`src/rtl/mult_pattern_detect_pipe_pkg.sv`:
```
// mpd_pkg: shared definitions for the multiplier pattern detector.
//   mode_t  - 2-bit compare mode held in the config register and decoded by
//             mpd_compare.
package mpd_pkg;

    typedef enum logic [1:0] {
        MODE_EXACT  = 2'd0,   // full-width equality, mask ignored
        MODE_MASK   = 2'd1,   // equality on unmasked bits
        MODE_BAR    = 2'd2,   // unmasked bits equal the complement of pattern
        MODE_EITHER = 2'd3    // MODE_MASK or MODE_BAR
    } mode_t;

endpackage

```
`src/rtl/mult_pattern_detect_pipe_if.sv`:
```
// mult_pattern_detect_pipe_if: operand, configuration and result signals of
// the multiplier pattern detector.
//   master - operand/config source (drives in_valid, a, b, cfg_*, clear)
//   slave  - the detector (drives out_valid, product, match, match_bar,
//            sticky, match_count)
interface mult_pattern_detect_pipe_if #(
    parameter int DW    = 8,
    parameter int CNT_W = 8
) ();

    logic                in_valid;
    logic [DW-1:0]       a;
    logic [DW-1:0]       b;
    logic                cfg_load;
    logic [2*DW-1:0]     cfg_pattern;
    logic [2*DW-1:0]     cfg_mask;
    logic [1:0]          cfg_mode;
    logic                clear;

    logic                out_valid;
    logic [2*DW-1:0]     product;
    logic                match;
    logic                match_bar;
    logic                sticky;
    logic [CNT_W-1:0]    match_count;

    modport master (
        output in_valid, a, b, cfg_load, cfg_pattern, cfg_mask, cfg_mode, clear,
        input  out_valid, product, match, match_bar, sticky, match_count
    );

    modport slave (
        input  in_valid, a, b, cfg_load, cfg_pattern, cfg_mask, cfg_mode, clear,
        output out_valid, product, match, match_bar, sticky, match_count
    );

endinterface

```
`src/rtl/mult_pattern_detect_pipe_compare.sv`:
```
// mpd_compare: combinational pattern compare of a product.
//   product, pattern, mask (1 = don't care) : PW bits in
//   mode                                    : mode_t in
//   match     : mode-selected result
//   match_bar : unmasked product bits equal the complement of pattern,
//               always evaluated regardless of mode
module mpd_compare
    import mpd_pkg::*;
#(
    parameter int PW = 16
) (
    input  logic [PW-1:0] product,
    input  logic [PW-1:0] pattern,
    input  logic [PW-1:0] mask,
    input  mode_t         mode,
    output logic          match,
    output logic          match_bar
);

    logic exact_hit;
    logic mask_hit;

    always_comb begin
        exact_hit = (product == pattern);
        mask_hit  = ((product & ~mask) == (pattern & ~mask));
        match_bar = ((product & ~mask) == (~pattern & ~mask));
        match     = 1'b0;
        case (mode)
            MODE_EXACT:  match = exact_hit;
            MODE_MASK:   match = mask_hit;
            MODE_BAR:    match = match_bar;
            MODE_EITHER: match = mask_hit | match_bar;
            default:     match = 1'b0;
        endcase
    end

endmodule

```
`src/rtl/mult_pattern_detect_pipe.sv`:
```
// mult_pattern_detect_pipe: 3-stage unsigned multiplier with a configurable
// pattern detector on the result.
//   clk  - rising-edge clock
//   rst  - synchronous active-high reset
//   bus  - mult_pattern_detect_pipe_if.slave: operands in, config in, clear
//          in; product / match / match_bar / sticky / match_count out
// Stage 1 registers operands, stage 2 the raw product, stage 3 the product
// together with its compare result, so match always describes the product
// presented alongside it. The compare uses whatever config is registered
// while the operation sits in stage 2.
module mult_pattern_detect_pipe
    import mpd_pkg::*;
#(
    parameter int              DW       = 8,
    parameter logic [2*DW-1:0] PAT_RST  = 16'd18,
    parameter logic [2*DW-1:0] MASK_RST = 16'd0,
    parameter int              CNT_W    = 8
) (
    input  logic                      clk,
    input  logic                      rst,
    mult_pattern_detect_pipe_if.slave bus
);

    localparam int PW = 2 * DW;

    logic             s1_valid;
    logic [DW-1:0]    s1_a;
    logic [DW-1:0]    s1_b;
    logic             s2_valid;
    logic [PW-1:0]    s2_prod;

    logic [PW-1:0]    pat_q;
    logic [PW-1:0]    mask_q;
    mode_t            mode_q;

    logic             cmp_match;
    logic             cmp_match_bar;

    logic             out_valid_q;
    logic [PW-1:0]    product_q;
    logic             match_q;
    logic             match_bar_q;
    logic             sticky_q;
    logic [CNT_W-1:0] count_q;

    // Operand and raw-product registers only load on valid; they carry no
    // state that matters while their valid bit is low, so they are not reset.
    always_ff @(posedge clk) begin
        if (bus.in_valid) begin
            s1_a <= bus.a;
            s1_b <= bus.b;
        end
        if (s1_valid) begin
            s2_prod <= {{DW{1'b0}}, s1_a} * {{DW{1'b0}}, s1_b};
        end
    end

    mpd_compare #(.PW(PW)) u_compare (
        .product   (s2_prod),
        .pattern   (pat_q),
        .mask      (mask_q),
        .mode      (mode_q),
        .match     (cmp_match),
        .match_bar (cmp_match_bar)
    );

    always_ff @(posedge clk) begin
        if (rst) begin
            s1_valid    <= 1'b0;
            s2_valid    <= 1'b0;
            out_valid_q <= 1'b0;
            product_q   <= '0;
            match_q     <= 1'b0;
            match_bar_q <= 1'b0;
            sticky_q    <= 1'b0;
            count_q     <= '0;
            pat_q       <= PAT_RST;
            mask_q      <= MASK_RST;
            mode_q      <= MODE_EXACT;
        end else begin
            s1_valid    <= bus.in_valid;
            s2_valid    <= s1_valid;
            out_valid_q <= s2_valid;
            match_q     <= s2_valid & cmp_match;
            match_bar_q <= s2_valid & cmp_match_bar;
            if (s2_valid) begin
                product_q <= s2_prod;
            end

            if (bus.cfg_load) begin
                pat_q  <= bus.cfg_pattern;
                mask_q <= bus.cfg_mask;
                mode_q <= mode_t'(bus.cfg_mode);
            end

            // clear beats a match landing on the same edge; that match is
            // still presented on the match output but never counted.
            if (bus.clear) begin
                sticky_q <= 1'b0;
                count_q  <= '0;
            end else if (s2_valid && cmp_match) begin
                sticky_q <= 1'b1;
                if (count_q != {CNT_W{1'b1}}) begin
                    count_q <= count_q + CNT_W'(1);
                end
            end
        end
    end

    assign bus.out_valid   = out_valid_q;
    assign bus.product     = product_q;
    assign bus.match       = match_q;
    assign bus.match_bar   = match_bar_q;
    assign bus.sticky      = sticky_q;
    assign bus.match_count = count_q;

endmodule
```
`src/flat_wrapper.sv`:
```
// flat-port wrapper written by rule: the top's interface ports become plain ports
module mult_pattern_detect_pipe_flat import mpd_pkg::*;
#(
    parameter int              DW       = 8,
    parameter logic [2*DW-1:0] PAT_RST  = 16'd18,
    parameter logic [2*DW-1:0] MASK_RST = 16'd0,
    parameter int              CNT_W    = 8
)
  (clk, rst, bus_in_valid, bus_a, bus_b, bus_cfg_load, bus_cfg_pattern, bus_cfg_mask, bus_cfg_mode, bus_clear, bus_out_valid, bus_product, bus_match, bus_match_bar, bus_sticky, bus_match_count);
  mult_pattern_detect_pipe_if #(.DW(DW), .CNT_W(CNT_W)) bus_i ();
  input  logic clk;
  input  logic rst;
  input wire logic [$bits(bus_i.in_valid)-1:0] bus_in_valid;
  input wire logic [$bits(bus_i.a)-1:0] bus_a;
  input wire logic [$bits(bus_i.b)-1:0] bus_b;
  input wire logic [$bits(bus_i.cfg_load)-1:0] bus_cfg_load;
  input wire logic [$bits(bus_i.cfg_pattern)-1:0] bus_cfg_pattern;
  input wire logic [$bits(bus_i.cfg_mask)-1:0] bus_cfg_mask;
  input wire logic [$bits(bus_i.cfg_mode)-1:0] bus_cfg_mode;
  input wire logic [$bits(bus_i.clear)-1:0] bus_clear;
  output wire logic [$bits(bus_i.out_valid)-1:0] bus_out_valid;
  output wire logic [$bits(bus_i.product)-1:0] bus_product;
  output wire logic [$bits(bus_i.match)-1:0] bus_match;
  output wire logic [$bits(bus_i.match_bar)-1:0] bus_match_bar;
  output wire logic [$bits(bus_i.sticky)-1:0] bus_sticky;
  output wire logic [$bits(bus_i.match_count)-1:0] bus_match_count;
  assign bus_i.in_valid = bus_in_valid;
  assign bus_i.a = bus_a;
  assign bus_i.b = bus_b;
  assign bus_i.cfg_load = bus_cfg_load;
  assign bus_i.cfg_pattern = bus_cfg_pattern;
  assign bus_i.cfg_mask = bus_cfg_mask;
  assign bus_i.cfg_mode = bus_cfg_mode;
  assign bus_i.clear = bus_clear;
  assign bus_out_valid = bus_i.out_valid;
  assign bus_product = bus_i.product;
  assign bus_match = bus_i.match;
  assign bus_match_bar = bus_i.match_bar;
  assign bus_sticky = bus_i.sticky;
  assign bus_match_count = bus_i.match_count;
  mult_pattern_detect_pipe #(.DW(DW), .PAT_RST(PAT_RST), .MASK_RST(MASK_RST), .CNT_W(CNT_W)) u_core (.clk(clk), .rst(rst), .bus(bus_i));
endmodule
```
`config.mk`:
```
export PLATFORM = sky130hd
export DESIGN_NAME = mult_pattern_detect_pipe_flat
export DESIGN_NICKNAME = d
export VERILOG_FILES = /design/src/rtl/mult_pattern_detect_pipe_pkg.sv /design/src/rtl/mult_pattern_detect_pipe_if.sv /design/src/rtl/mult_pattern_detect_pipe_compare.sv /design/src/rtl/mult_pattern_detect_pipe.sv /design/src/flat_wrapper.sv
export SDC_FILE = /design/constraint.sdc
export NUM_CORES = 1
export LEC_CHECK = 0
export ABC_AREA = 1
export BUFFER_PORTS_ARGS = -buffer_cell sky130_fd_sc_hd__buf_4
export CAP_MARGIN = 15
export CELL_PAD_IN_SITES_DETAIL_PLACEMENT = 1
export CELL_PAD_IN_SITES_GLOBAL_PLACEMENT = 1
export CORE_MARGIN = 4
export CORE_UTILIZATION = 39
export CTS_CLUSTER_DIAMETER = 30
export DETAILED_ROUTE_END_ITERATION = 16
export PLACE_DENSITY_LB_ADDON = 0.1
export SLEW_MARGIN = 15
export SYNTH_ARGS = -nofsm -noshare
export SYNTH_HDL_FRONTEND = slang
export SYNTH_SLANG_ARGS = --single-unit
```
`constraint.sdc`:
```
create_clock -name clk -period 3.87 [get_ports clk]
set_input_delay 0.1935 -clock clk [delete_from_list [all_inputs] [get_ports clk]]
set_output_delay 0.1935 -clock clk [all_outputs]
set_load 0.03 [all_outputs]
```
==> results by group, run 1 <==
Power and ir drop
  • Worst VDD drop: 0.348 mV
  • P_leak: 4.11 nW
  • PwrDens: 632 nW/µm²

Cells and area
  • Most common cell after layout, fill and taps aside: inv_1
  • Ant. Diodes: 0
  • Area growth syn-to-layout: 29.2%
  • Leading cell types in the layout, fill and taps excluded: inv_1, nand2_1, buf_4
  • Fin area: 7980 µm²
  • Layout cells sized above 1: 23.3%
  • FILL cells: 1895
  • Final #Nets: 1040

Setup path
  • Flop2flop setup slack: -0.16 ns
  • Crit start category: flip-flop
  • RR Startpoint: u_core.s1_a[3]$_DFFE_PP_
  • Crit. End Element: flip-flop
  • Worst-path fanout max: 7
  • WP data required: 3.98 ns
  • Critical path type: flip-flop to flip-flop
  • Worst Reg-to-Reg Cells: 18
  • Critical Path AT: 4.14 ns
  • Worst R2R End: u_core.s2_prod[13]$_DFFE_PP_

Yosys
  • Top cell type's share of synthesized area: 20.7%
  • Syn_nets: 920
  • Synth Warn #: 0
  • Main combinational cell family by area after synthesis: adder cells
  • Adder-cell area share of the yosys netlist: 19.2%
  • Post-synthesis cell area: 6180 µm²
  • Synth Instances: 792
  • Syn avg cell area: 7.80 µm²
  • Post-synth EDFFs: 32
  • Sequential area share after synthesis: 36.3%
  • Top_reg_cell synth: dfxtp_1
  • Simple-gate portion of the synthesized area: 19.1%
  • Distinct cells, synth: 31
  • Area leader, netlist: dfxtp_1
  • Synth Area in Compound Gates: 10.2%
  • Seq cells post-synth: 96
  • Mux cell area share after synthesis: 0%
  • Xor and xnor area share after synthesis: 2.98%
  • Ranking of synthesized cells by area: dfxtp_1, edfxtp_1, fa_1
  • Ys async rst share: 0%

Die
  • Cell Rows: 45
  • I/O Pins: 83
  • Die Ht: 134 µm
  • Die ar.: 17900 µm²
  • Starting density of the core: 40.2%
  • Die X-Extent: 134 µm
  • Core area: 15400 µm²

Min path
  • Hold Path Class: primary input to flip-flop
  • Hold Path Depth: 1
  • Hold Startpoint: bus_a[0]
  • Hold Path End: u_core.s1_a[0]$_DFFE_PP_

Global route
  • Largest net degree at the start of global routing: 49
  • Overall routing resource usage: 19.8%
  • Initial antenna violation count: 0
  • Vias in the first global route: 5908
  • GRT Residual Overflow: 0
  • First-pass GRT wire length: 28.7 mm

Routing
  • Via Count: 5465
  • Routed Antenna Nets: 0
  • Routed wire length: 17.1 mm
  • Wirelength per Cell: 15.2 µm
  • Vias per cell: 4.84
  • Iteration-0 DRC Markers: 167
  • DRC Markers: 0
  • DR pass1 iterations: 4

Run status
  • Status: complete, but fails checks
  • Violated checks: setup timing

CTS
  • Clk Latency, worst-skew pair: 0.35 ns
  • Clk buf depth: 2
  • CTS H-tree depth: 3
  • Clk slew on worst S/H paths: 0.07 ns
  • CTS root buffer: clkbuf_16
  • TritonCTS clock tree: done
  • Clock sinks: 96
  • Num CTS Buffers: 9

Timing
  • Max Freq: 248 MHz
  • Min Hold Slack: 0.0125 ns
  • Final Hold Fails: 0
  • Final period util: 104%
  • Rel. slew slack: 50.0%
  • Setup tns final: -0.804 ns
  • RSZ-0062 raised after global routing: true
  • Final min period: 4.03 ns
  • Final Max Slew Viols: 0
  • Worst-Margin Slew: 0.748 ns
  • Final setup margin: -0.162 ns
  • Setup violators final: 7
  • Clock skew: 0.0112 ns

Placed design
  • Cell Area, Placed: 7290 µm²
  • Post-DP HPWL: 13.1 mm
  • Final GP Congestion: 0.820
  • IO Port Bufs: 82

Job
  • Max Cap Viol: 0
-- sequential cells by signal, summed over array words and instances, names as in the netlist --
signal and cells:
u_core.bus.match_count 8, u_core.bus.match 1, u_core.s1_valid 1, u_core.mode_q 2, u_core.s1_a 8, u_core.bus.sticky 1, u_core.bus.out_valid 1, u_core.pat_q 16
u_core.s1_b 8, u_core.s2_valid 1, u_core.bus.match_bar 1, u_core.s2_prod 16, u_core.mask_q 16, u_core.bus.product 16
-- cell type report --
class / count / area (µm²) / share of cell area (%)
Clock buffer: 12 / 289 / 3.62
Sequential cell: 96 / 2240 / 28.1
Clock inverter: 4 / 52.6 / 0.658
Timing Repair Buffer: 140 / 1080 / 13.6
Inverter: 170 / 638 / 7.99
Multi-Input combinational cell: 495 / 3410 / 42.8
Tap cell: 211 / 264 / 3.31
-- cells by family (layout without fill, tap and decap cells) --
kind of cell	Yosys count	after routing
and+or+nand+nor	278	278
DFF	96	96
xor gates and xnor gates	21	21
adders and majority gates	73	73
AOI/OAI and AO/OA	123	123
buffers and inverters	201	326
-- critical path, cell delays in order (launching register included) --
cell and delay (ns):
edfxtp_1 0.51, nand2_1 0.14, inv_2 0.05, fa_2 0.39, fa_1 0.48, inv_1 0.05
fa_1 0.46, fa_1 0.54, inv_2 0.05, ha_4 0.29, nand2_4 0.06, o21ai_4 0.18
a31oi_4 0.12, o21ai_2 0.17, nand2_1 0.08, nand2_2 0.07, nand2_1 0.05, nand2_1 0.05
nand2_1 0.05
-- stage by stage --
| step | worst slack, ns | power [W] | util, % | instances |
|---|---|---|---|---|
| finish | -0.162 | 0.00505 | 51.9 | 1128 |
| global route | -0.329 | 0.00543 | 51.9 | 1128 |
| CTS | -0.126 | 0.00490 | 51.3 | 1121 |
| detailed placement | -0.270 | 0.00348 | 47.5 | 1093 |
| global placement | -0.129 | 0.00337 | 47.5 | 1093 |
| floorplan | 0.00356 | 0.00270 | - | 792 |
-- worst max path at each step --
stage	startpoint	end	depth (start not counted)
2_1_floorplan	u_core.s1_a[5]$_DFFE_PP_	u_core.s2_prod[14]$_DFFE_PP_	15
6_report	u_core.s1_a[3]$_DFFE_PP_	u_core.s2_prod[13]$_DFFE_PP_	18
5_1_grt	u_core.s1_a[3]$_DFFE_PP_	u_core.s2_prod[13]$_DFFE_PP_	18
4_1_cts	u_core.s1_a[1]$_DFFE_PP_	u_core.s2_prod[13]$_DFFE_PP_	19
3_5_place_dp	u_core.s1_a[1]$_DFFE_PP_	u_core.s2_prod[13]$_DFFE_PP_	17
3_3_place_gp	u_core.s1_a[1]$_DFFE_PP_	u_core.s2_prod[13]$_DFFE_PP_	17
-- power by group --
part           switching, W  internal [W]  leakage (nW)  total [W]
clock              0.000404      0.000601         0.170    0.00101
combinational       0.00144       0.00127          3.11    0.00271
sequential         0.000102       0.00123         0.831    0.00133
-- timing repair --
| item | 4_1_cts | 5_1_grt |
|---|---|---|
| endpoints found under the hold margin | 0 | 2 |
| gates resized for setup | 42 | 10 |
| pin swaps | 33 | 18 |
| buffers inserted | 12 | 5 |
| endpoints found under the setup margin | 8 | 8 |
| hold buffers | 0 | 2 |
-- routing by layer --
metal	track usage, %	routed length [µm]	up-vias
li1	-	-	2700
met4	5.94	269	0
met2	36.7	9070	81
met5	0	0	-
met1	23.5	7220	2664
met3	3.08	567	20
-- synth_stat cells (2+ instances only) --
library cell / n
inv_1: 166
nand2_1: 162
a21oi_1: 64
dfxtp_1: 64
o21ai_0: 52
nand3_1: 48
nor2_1: 44
ha_1: 37
fa_1: 36
edfxtp_1: 32
clkbuf_1: 30
xor2_1: 18
nand4_1: 8
inv_2: 3
nand2_2: 3
nor2_2: 3
o21ai_1: 3
xnor2_1: 3
a31oi_1: 2
and2_1: 2
nor3_1: 2
No activity file was read; power rests on OpenSTA's default activity.
==> run 2: changes to the inputs <==
--- a/config.mk
+++ b/config.mk
@@ -11,7 +11,7 @@
 export CELL_PAD_IN_SITES_DETAIL_PLACEMENT = 1
 export CELL_PAD_IN_SITES_GLOBAL_PLACEMENT = 1
 export CORE_MARGIN = 4
-export CORE_UTILIZATION = 39
+export CORE_UTILIZATION = 43
 export CTS_CLUSTER_DIAMETER = 30
 export DETAILED_ROUTE_END_ITERATION = 16
 export PLACE_DENSITY_LB_ADDON = 0.1
==> constraint.sdc (replaced) <==
create_clock -name clk -period 4.49 [get_ports clk]
set_input_delay 0.2245 -clock clk [delete_from_list [all_inputs] [get_ports clk]]
set_output_delay 0.2245 -clock clk [all_outputs]
set_load 0.03 [all_outputs]
==> run 2 against run 1 <==
  * The run now ends clean
  * Clock skew is 0.0017 ns lower
  * Clock-buffer cell count shrank 3
  * Sequential power fell by 14%
  * Design area is 8.8% lower
  * First-iteration DRC count is 19% higher
  * Combinational power decreased by 44%
  * Highest routed layer unchanged
==> results by group, run 2 (synthesis gave the netlist of run 1 again) <==
Run status
  • Status: finished clean

Cells and area
  • Util after Layout: 52.1%
  • Ant. Diodes: 0
  • Sequential Area: 2240 µm²
  • Area growth syn-to-layout: 17.9%
  • Finished Layout Cells: 1048
  • Leading cell types in the layout, fill and taps excluded: inv_1, nand2_1, buf_4
  • Final #Nets: 991
  • FILL cells: 1721
  • Most common cell after layout, fill and taps aside: inv_1
  • Layout cells sized above 1: 14.7%
  • Multi-input gate area: 3220 µm²

Routing
  • Iteration-0 DRC Markers: 199
  • Vias per cell: 4.96
  • Wirelength per Cell: 15.2 µm
  • Routed wire length: 15.9 mm
  • DRC Markers: 0
  • Routed Antenna Nets: 0
  • Via Count: 5193
  • DR pass1 iterations: 4

Global route
  • Initial antenna violation count: 0
  • GRT Residual Overflow: 0
  • Largest net degree at the start of global routing: 62
  • Overall routing resource usage: 20.3%
  • First-pass GRT wire length: 26.7 mm
  • Vias in the first global route: 5566

Timing
  • Final Max Slew Viols: 0
  • Setup violators final: 0
  • Final setup margin: 0.205 ns
  • Final period util: 95.4%
  • Worst-Margin Slew: 0.766 ns
  • Clock skew: 0.00956 ns
  • RSZ-0062 raised after global routing: false
  • Setup tns final: 0 ns
  • Rel. slew slack: 48.9%
  • Final Hold Fails: 0
  • Final min period: 4.29 ns
  • Max Freq: 233 MHz

Setup path
  • Worst path bufs/invs: 4
  • Critical Path AT: 4.39 ns
  • Critical Path Max Stage Delay: 0.55 ns
  • Worst-path fanout max: 8
  • Crit-path slowest cell: fa_1
  • Delay-heaviest family, CP: adder cells
  • Crit start category: flip-flop
  • Critical path type: flip-flop to flip-flop
  • WP data required: 4.59 ns
  • Ordered list of cells on the worst path: nand2_1 > inv_1 > fa_1 > fa_1 > fa_1 > inv_1 > fa_1 > inv_1 > ha_1 > a21oi_2 > inv_1 > a31oi_2 > o21ai_2 > nand2_1 > nand2_1 > nand3_1 > nand2_1
  • Crit. End Element: flip-flop

Power and ir drop
  • PwrDens: 467 nW/µm²
  • P_leak: 3.84 nW
  • Worst VDD drop: 0.267 mV
  • Power Total: 0.00340 W

CTS
  • CTS H-tree depth: 3
  • CTS root buffer: clkbuf_16
  • Clk slew on worst S/H paths: 0.07 ns
  • Clk buf depth: 2
  • Num CTS Buffers: 9
  • CTS hold repair buffers: 0
  • TritonCTS clock tree: done
  • Clk Latency, worst-skew pair: 0.35 ns
  • Clock sinks: 96

Die
  • Starting density of the core: 44.2%
  • Cell Rows: 43
  • Die ar.: 16400 µm²
  • Die Ht: 128 µm
  • I/O Pins: 83
  • Core area: 14000 µm²
  • Die X-Extent: 128 µm

Placed design
  • Dpl cells: 1028
  • Post-DP HPWL: 12.7 mm
  • IO Port Bufs: 82
  • Final GP Congestion: 0.842
  • Post-place setup slack: 0.0643 ns

Min path
  • Hold Path Class: primary input to flip-flop

Job
  • Max Cap Viol: 0
==> run 2: changes by cell type in the layout (fill, tap and decap cells not counted), sizes merged <==
cell and change:
buf -47, clkbuf -3, clkinv +2, dlygate4sd3 -2
bufinv -1, clkinvlp +1, inv +1
==> run 2: final cells by class <==
class / count / share of cell area [%]
clock buffer: 9 / 3.09
clock inverter: 7 / 0.704
inverter: 170 / 8.76
multi-input combinational: 495 / 44.2
sequential: 96 / 30.8
tap: 180 / 3.09
timing repair buffer: 91 / 9.38
==> run 2: power breakdown <==
group          internal, W  leakage (nW)  switching, W
Combinational     0.000604          2.87      0.000917
Sequential         0.00106         0.831     0.0000911
Clock             0.000381         0.138      0.000354
==> run 2: path summary, 6_finish.rpt <==
path         slack [ns]  cells past startpoint                              to                            from
max                0.20                     17    u_core.s2_prod[13]$_DFFE_PP_        u_core.s1_a[3]$_DFFE_PP_
min                0.05                      1        u_core.s1_a[2]$_DFFE_PP_                        bus_a[2]
max reg2reg        0.20                     17    u_core.s2_prod[13]$_DFFE_PP_        u_core.s1_a[3]$_DFFE_PP_
min reg2reg        0.48                      2  u_core.bus.sticky$_SDFFE_PP0P_  u_core.bus.sticky$_SDFFE_PP0P_
==> run 2: metal layers <==
metal,GRT usage (%),wire (µm),share of wire [%]
met3,4.21,579,3.6
met1,24.8,6970,44
met2,36.6,8160,51
met5,0,0,0
met4,4.87,228,1.4
==> run 2: timing repair <==
item,4_1_cts,5_1_grt
setup buffers,0,4
endpoints found under the setup margin,0,4
gates resized for setup,0,7
==> run 2: stage by stage <==
stage               cell area [µm²]  hold WS, ns
global route                   7280       0.0262
finish                         7280       0.0517
detailed placement             6940        0.404
global placement               6940        0.403
floorplan                      6180        0.323
CTS                            7220       0.0343
